**src/rtl/rv_pkg.sv**
```systemverilog
// Shared RV32I load/store encodings, FSM state type and access-size decode.
// Latency: n/a (types, constants, pure function).
// Backpressure: n/a.
package rv_pkg;

    localparam logic [2:0] F3_LB  = 3'b000;
    localparam logic [2:0] F3_LH  = 3'b001;
    localparam logic [2:0] F3_LW  = 3'b010;
    localparam logic [2:0] F3_LBU = 3'b100;
    localparam logic [2:0] F3_LHU = 3'b101;
    localparam logic [2:0] F3_SB  = 3'b000;
    localparam logic [2:0] F3_SH  = 3'b001;
    localparam logic [2:0] F3_SW  = 3'b010;

    typedef enum logic [1:0] {ST_IDLE, ST_REQ, ST_DONE} state_t;

    typedef enum logic [1:0] {SZ_BYTE, SZ_HALF, SZ_WORD} size_t;

    // Request context latched when a transaction is accepted
    typedef struct packed {
        logic       we;
        logic [2:0] funct3;
        logic [1:0] off;
    } cap_t;

    // Access size from funct3; any encoding not listed is a word access
    function automatic size_t acc_size(input logic [2:0] f3, input logic is_store);
        size_t sz;
        sz = SZ_WORD;
        if (is_store) begin
            if (f3 == F3_SB)      sz = SZ_BYTE;
            else if (f3 == F3_SH) sz = SZ_HALF;
        end else begin
            if (f3 == F3_LB || f3 == F3_LBU)      sz = SZ_BYTE;
            else if (f3 == F3_LH || f3 == F3_LHU) sz = SZ_HALF;
        end
        return sz;
    endfunction

endpackage

```
**src/rtl/load_align.sv**
```systemverilog
// Selects the load lane from a bus word and sign/zero extends it.
// Latency: combinational.
// Backpressure: none.
module load_align
    import rv_pkg::*;
(
    input  logic [31:0] rdata,
    input  logic [1:0]  offset,
    input  logic [2:0]  funct3,
    output logic [31:0] data
);

    logic [15:0] lane;
    logic        sgn;

    // Shift the addressed lane down to bit 0, then extend by size/sign
    always_comb begin
        lane = 16'(rdata >> {offset, 3'b000});
        sgn  = ~funct3[2];
        data = rdata;
        case (acc_size(funct3, 1'b0))
            SZ_BYTE: data = {{24{sgn & lane[7]}}, lane[7:0]};
            SZ_HALF: data = {{16{sgn & lane[15]}}, lane[15:0]};
            default: data = rdata;
        endcase
    end

endmodule

```
**src/rtl/dmem_ctrl.sv**
```systemverilog
// Data-memory controller: MEM-stage load/store to a req/ack bus, lane placement and load alignment.
// Latency: stall 2 cycles with ack in first REQ cycle, +1 per wait cycle; load_valid the cycle after ack.
// Backpressure: stall holds the pipeline until ack; DMEM_MISALIGN_TRAP_EN traps misaligned accesses instead of truncating.
module dmem_ctrl
    import rv_pkg::*;
(
    input  logic        clk,
    input  logic        rst,
    input  logic        en_mem_read,
    input  logic        en_mem_write,
    input  logic [31:0] addr,
    input  logic [31:0] rdata2,
    input  logic [2:0]  funct3,
    output logic        stall,
    output logic [31:0] load_data,
    output logic        load_valid,
    output logic        misalign,
    output logic        bus_req,
    output logic        bus_we,
    output logic [31:0] bus_addr,
    output logic [31:0] bus_wdata,
    output logic [3:0]  bus_be,
    input  logic        bus_ack,
    input  logic [31:0] bus_rdata
);

    state_t      state, state_nxt;
    cap_t        cap;
    size_t       sz;
    logic        req_in;
    logic        trap;
    logic        accept;
    logic [1:0]  off;
    logic [3:0]  be_nxt;
    logic [31:0] wdata_nxt;
    logic [31:0] aligned;

    // Request qualified by reset so no output can assert while held in reset
    assign req_in = rst & (en_mem_read | en_mem_write);

    // Size, naturally-aligned lane offset and store lane placement
    always_comb begin
        sz        = acc_size(funct3, en_mem_write);
        off       = 2'b00;
        be_nxt    = 4'b1111;
        wdata_nxt = rdata2;
        case (sz)
            SZ_BYTE: begin
                off       = addr[1:0];
                be_nxt    = 4'b0001 << off;
                wdata_nxt = {4{rdata2[7:0]}};
            end
            SZ_HALF: begin
                off       = {addr[1], 1'b0};
                be_nxt    = 4'b0011 << off;
                wdata_nxt = {2{rdata2[15:0]}};
            end
            default: ;
        endcase
    end

`ifdef DMEM_MISALIGN_TRAP_EN
    logic mis;
    assign mis  = ((sz == SZ_HALF) && addr[0]) || ((sz == SZ_WORD) && (addr[1:0] != 2'b00));
    assign trap = (state == ST_IDLE) & req_in & mis;
`else
    assign trap = 1'b0;
`endif

    assign misalign = trap;
    assign accept   = req_in & ~trap;

    load_align u_load_align (
        .rdata  (bus_rdata),
        .offset (cap.off),
        .funct3 (cap.funct3),
        .data   (aligned)
    );

    // State register
    always_ff @(posedge clk or negedge rst) begin
        if (!rst) state <= ST_IDLE;
        else      state <= state_nxt;
    end

    // Capture request on acceptance; capture aligned load data on ack
    always_ff @(posedge clk or negedge rst) begin
        if (!rst) begin
            cap       <= '0;
            bus_addr  <= '0;
            bus_wdata <= '0;
            bus_be    <= '0;
            load_data <= '0;
        end else begin
            if (state == ST_IDLE && accept) begin
                cap.we     <= en_mem_write;
                cap.funct3 <= funct3;
                cap.off    <= off;
                bus_addr   <= {addr[31:2], 2'b00};
                bus_wdata  <= wdata_nxt;
                bus_be     <= be_nxt;
            end
            if (state == ST_REQ && bus_ack && !cap.we)
                load_data <= aligned;
        end
    end

    // Next state and handshake outputs
    always_comb begin
        state_nxt  = state;
        stall      = 1'b0;
        bus_req    = 1'b0;
        bus_we     = 1'b0;
        load_valid = 1'b0;
        case (state)
            ST_IDLE: begin
                if (accept) begin
                    stall     = 1'b1;
                    state_nxt = ST_REQ;
                end
            end
            ST_REQ: begin
                stall   = 1'b1;
                bus_req = 1'b1;
                bus_we  = cap.we;
                if (bus_ack) state_nxt = ST_DONE;
            end
            ST_DONE: begin
                load_valid = ~cap.we;
                state_nxt  = ST_IDLE;
            end
            default: state_nxt = ST_IDLE;
        endcase
    end

endmodule

```
**config.mk**
```make
export PLATFORM = sky130hd
export DESIGN_NAME = dmem_ctrl
export DESIGN_NICKNAME = d
export VERILOG_FILES = /design/src/rtl/rv_pkg.sv /design/src/rtl/load_align.sv /design/src/rtl/dmem_ctrl.sv
export SDC_FILE = /design/constraint.sdc
export NUM_CORES = 1
export LEC_CHECK = 0
export ABC_AREA = 1
export CAP_MARGIN = 20
export CORE_MARGIN = 10
export CORE_UTILIZATION = 40
export CTS_CLUSTER_DIAMETER = 80
export DETAILED_ROUTE_END_ITERATION = 12
export PLACE_DENSITY = 0.74
export SLEW_MARGIN = 25
export SYNTH_ARGS = -nofsm -noshare
export SYNTH_HDL_FRONTEND = slang
export SYNTH_SLANG_ARGS = --single-unit
```
**constraint.sdc**
```tcl
create_clock -name clk -period 2.7 [get_ports clk]
set_clock_uncertainty 0.1 [all_clocks]
set_input_delay 0.405 -clock clk [delete_from_list [all_inputs] [get_ports clk]]
set_output_delay 0.405 -clock clk [all_outputs]
set_load 0.05 [all_outputs]
```
==> results.cfg <==
[setup_path]
critical_path_arrival_ps = 1910
path_delay_family = buffers and inverters
critical_path.startpoint_type = flip-flop
timing.setup.critical_path_class = flip-flop to primary output
cp_cell_sequence = nor2_4 > inv_1 > nor2_1 > clkdlybuf4s50_1
maximum_fanout_encountered_on_the_critical_timing_path = 4
cp.buffers_inverters = 2
cp_slowest_stage_delay_ps = 820
reg2reg_setup_slack_ps = 730
cp_capture_type = primary output
cp.required_ps = 2190
critical_path.slowest_cell = sky130_fd_sc_hd__clkdlybuf4s50_1

[flow_run]
maxCapViolations = 0

[floorplan]
die_area_um2 = 18400
floorplan.die.width_um = 136
ioPinCount = 209
core_region_area_um2 = 13100
dieHeight_um = 136
initial_core_util = 0.406
fp-row-count = 42

[min_path]
worst_hold_path_type = primary input to async pin

[cts]
clock_sinks = 106
total_number_of_h_tree_levels = 3
cts_max_path_buffers = 2
cts_buffers = 9
hold_buf_cts = 0
clkTransAtPathRegs_ps = 70
root_buffer = sky130_fd_sc_hd__clkbuf_16
cts_setup_buffers = 0
tritoncts_clock_tree = built
ctsResizeCount = 0
clkLatencyLatePin_ps = 350

[final_layout]
fillCellCount = 1238
fin_nets = 1026
layout.core_utilization = 0.595
post_route_cells_drive_above_1_share = 0.0636
stdcell_count = 1103
area.growth.synth_to_final_pct = 46.3
ant_diodes = 0

[grt]
via_count_of_the_first_global_routing_pass = 5327
grtUsageMet3 = 0.0924
grt_max_degree = 107
met2_usage = 0.295
grt_antenna_before_repair = 1
globalRouteTotalUtil = 0.191
globalRouteMet1Util = 0.227
grt_ovf = 0
grt_pass1_wl_mm = 27.8
gr-max-usage-layer = met2

[logic_synthesis]
synth_cells = 734
area_contributors_post_synth = sky130_fd_sc_hd__dfrtp_1 50%, sky130_fd_sc_hd__nand2_1 26%, sky130_fd_sc_hd__nand3_1 5.2%, sky130_fd_sc_hd__inv_1 3.2%, sky130_fd_sc_hd__nor2_1 2.5%
synth_edf_count = 0
async_s_r_ff_share_synth = 1.00
avgSynthCellArea_um2 = 7.28
synth_xor_xnor_area_share = 0
adder_cell_fraction_of_synth_area = 0
synthTopCellsByCount = 374 x sky130_fd_sc_hd__nand2_1, 106 x sky130_fd_sc_hd__dfrtp_1, 56 x sky130_fd_sc_hd__nand3_1, 45 x sky130_fd_sc_hd__inv_1, 35 x sky130_fd_sc_hd__nor2_1
synth.ff_latch_count = 106
synth_top_area_share = 0.497
ys_seq_area_frac = 0.497
synth_mux_area_frac = 0
synth.cell_area_um2 = 5340
synthDominantAreaCellType = sky130_fd_sc_hd__dfrtp_1
compound_cell_area_share_of_the_yosys_netlist = 0.0438
ys.warnings.count = 0
synth_top_family_by_area = simple AND/OR/NAND/NOR gates
synthSimpleGateAreaFrac = 0.378
yosys.cell_types.count = 27
ys_dominant_reg_cell = sky130_fd_sc_hd__dfrtp_1
top_count_cell_post_synth = sky130_fd_sc_hd__nand2_1

[placed_design]
io_buffer_count = 205
dp_hpwl_mm = 12.9
place.detailed.instances = 1087
place.gp.congestion = 0.895

[routing]
detail_route.wl_per_cell_um = 15.9
drt.antenna.violating_nets = 0
drt_first_iter_violations = 360
drc_errors = 0
viasPerCell = 4.78
vias = 5270
first_pass_iters = 4
totalWireLength_mm = 17.5

[power_and_ir_drop]
leakage_power_figure_nw = 3.97
totalPowerFinal_mw = 8.99
power_switching_mw = 4.41
clock_power_share = 0.150
p_per_area_nw_per_um2 = 1150
power.ir.vdd_worst_mv = 0.540
power.combinational.fraction = 0.569
p_int_mw = 4.58
swShare = 0.490
seq_power_share = 0.281

[sta]
timing.final.max_slew_violations = 0
hold-worst-slack_ps = 37.2
finalSetupTns_ps = 0
slew_headroom = 0.610
post-route-min-period_ps = 2420
worst_pin_slew_ps = 584
max_freq_mhz = 414
report.final.hold_viol_count = 0
min_period_over_period = 0.895
rsz_0062_raised_after_global_routing = false
timing.final.setup_violations = 0

[run_status]
result_of_the_run = completed
==> final cells by class <==
| class | count | area (um^2) | share of cell area |
|---|---|---|---|
| repair buffers | 216 | 2180 | 0.279 |
| flip-flops and latches | 106 | 2650 | 0.340 |
| clock buffers | 9 | 225 | 0.0288 |
| inverters | 51 | 191 | 0.0245 |
| well taps | 176 | 220 | 0.0282 |
| multi-input cells | 538 | 2270 | 0.290 |
| clock inverters | 7 | 76.3 | 0.00977 |
==> final timing paths <==
check	from	cells past startpoint	end
max reg2reg	cap[0]$_DFFE_PN0P_	7	load_data[23]$_DFFE_PN0P_
min	rst	2	load_data[5]$_DFFE_PN0P_
max	state[1]$_DFFE_PN0P_	4	bus_we
min in group clk	load_data[11]$_DFFE_PN0P_	2	load_data[11]$_DFFE_PN0P_
min reg2reg	load_data[11]$_DFFE_PN0P_	2	load_data[11]$_DFFE_PN0P_
max in group asynchronous	rst	2	bus_wdata[15]$_DFFE_PN0P_
==> flip-flops by register name, indices dropped and copies added (netlist names) <==
name       count
bus_be         4
bus_wdata     32
state          2
cap            6
load_data     32
bus_addr      30
==> metal layers <==
metal  share of wire  up-vias
met5               0        -
met2            0.45      202
li1                -     2620
met3            0.13       18
met1            0.40     2430
met4           0.016        0
==> kinds of logic (layout without fill, tap and decap cells) <==
kind of cell	Yosys count	after routing
buf+inv	92	283
flops	106	106
compound gates	42	42
simple gates	493	493
other cells	1	3
==> power by group through the flow <==
stage,Combinational (mW),Clock [mW],Sequential [mW]
detailed placement,5.15,0,2.54
global placement,5.13,0,2.54
CTS,5.17,1.39,2.53
floorplan,1.41,0,4.50
finish,5.11,1.35,2.53
global route,5.48,1.45,2.60
==> worst reg2reg max path, delay by kind of cell (launching register included) <==
kind	cells	cell delay, ps
buffers and inverters	2	440
AND/OR/NAND/NOR	5	980
flip-flops	1	390
==> placed cells by master (no fill, tap or decap) <==
cell type / Yosys / layout
sky130_fd_sc_hd__nor2_2: 1 / 1
sky130_fd_sc_hd__bufinv_16: 0 / 1
sky130_fd_sc_hd__nor3_1: 2 / 2
sky130_fd_sc_hd__or2_0: 1 / 1
sky130_fd_sc_hd__nand4_1: 1 / 1
sky130_fd_sc_hd__o21a_1: 1 / 1
sky130_fd_sc_hd__buf_4: 10 / 9
sky130_fd_sc_hd__dfrtp_1: 106 / 106
sky130_fd_sc_hd__clkdlybuf4s50_1: 0 / 203
sky130_fd_sc_hd__conb_1: 1 / 3
sky130_fd_sc_hd__nand3_2: 3 / 3
sky130_fd_sc_hd__a21oi_2: 1 / 1
sky130_fd_sc_hd__nor2_4: 2 / 2
sky130_fd_sc_hd__inv_2: 6 / 7
sky130_fd_sc_hd__a21oi_1: 11 / 11
sky130_fd_sc_hd__o31ai_1: 7 / 7
sky130_fd_sc_hd__inv_6: 0 / 2
sky130_fd_sc_hd__or2_1: 2 / 2
sky130_fd_sc_hd__clkinvlp_4: 0 / 2
sky130_fd_sc_hd__o21ai_0: 14 / 14
sky130_fd_sc_hd__nand3_4: 1 / 1
sky130_fd_sc_hd__nor2_1: 35 / 35
sky130_fd_sc_hd__inv_1: 45 / 44
sky130_fd_sc_hd__nand3_1: 56 / 56
sky130_fd_sc_hd__buf_12: 0 / 4
sky130_fd_sc_hd__clkinv_4: 0 / 1
sky130_fd_sc_hd__nand2_1: 374 / 374
sky130_fd_sc_hd__clkinv_2: 0 / 1
sky130_fd_sc_hd__nand2_2: 1 / 1
sky130_fd_sc_hd__clkbuf_16: 0 / 9
sky130_fd_sc_hd__o21ai_1: 8 / 8
sky130_fd_sc_hd__or2_2: 14 / 14
==> stage by stage <==
step,worst slack (ps),instance area [um^2]
6_report,283,7810
5_1_grt,209,7810
4_1_cts,257,7810
3_5_place_dp,321,7510
3_3_place_gp,375,7510
2_1_floorplan,698,5350
Note: power is estimated with default switching activity, not from simulation.
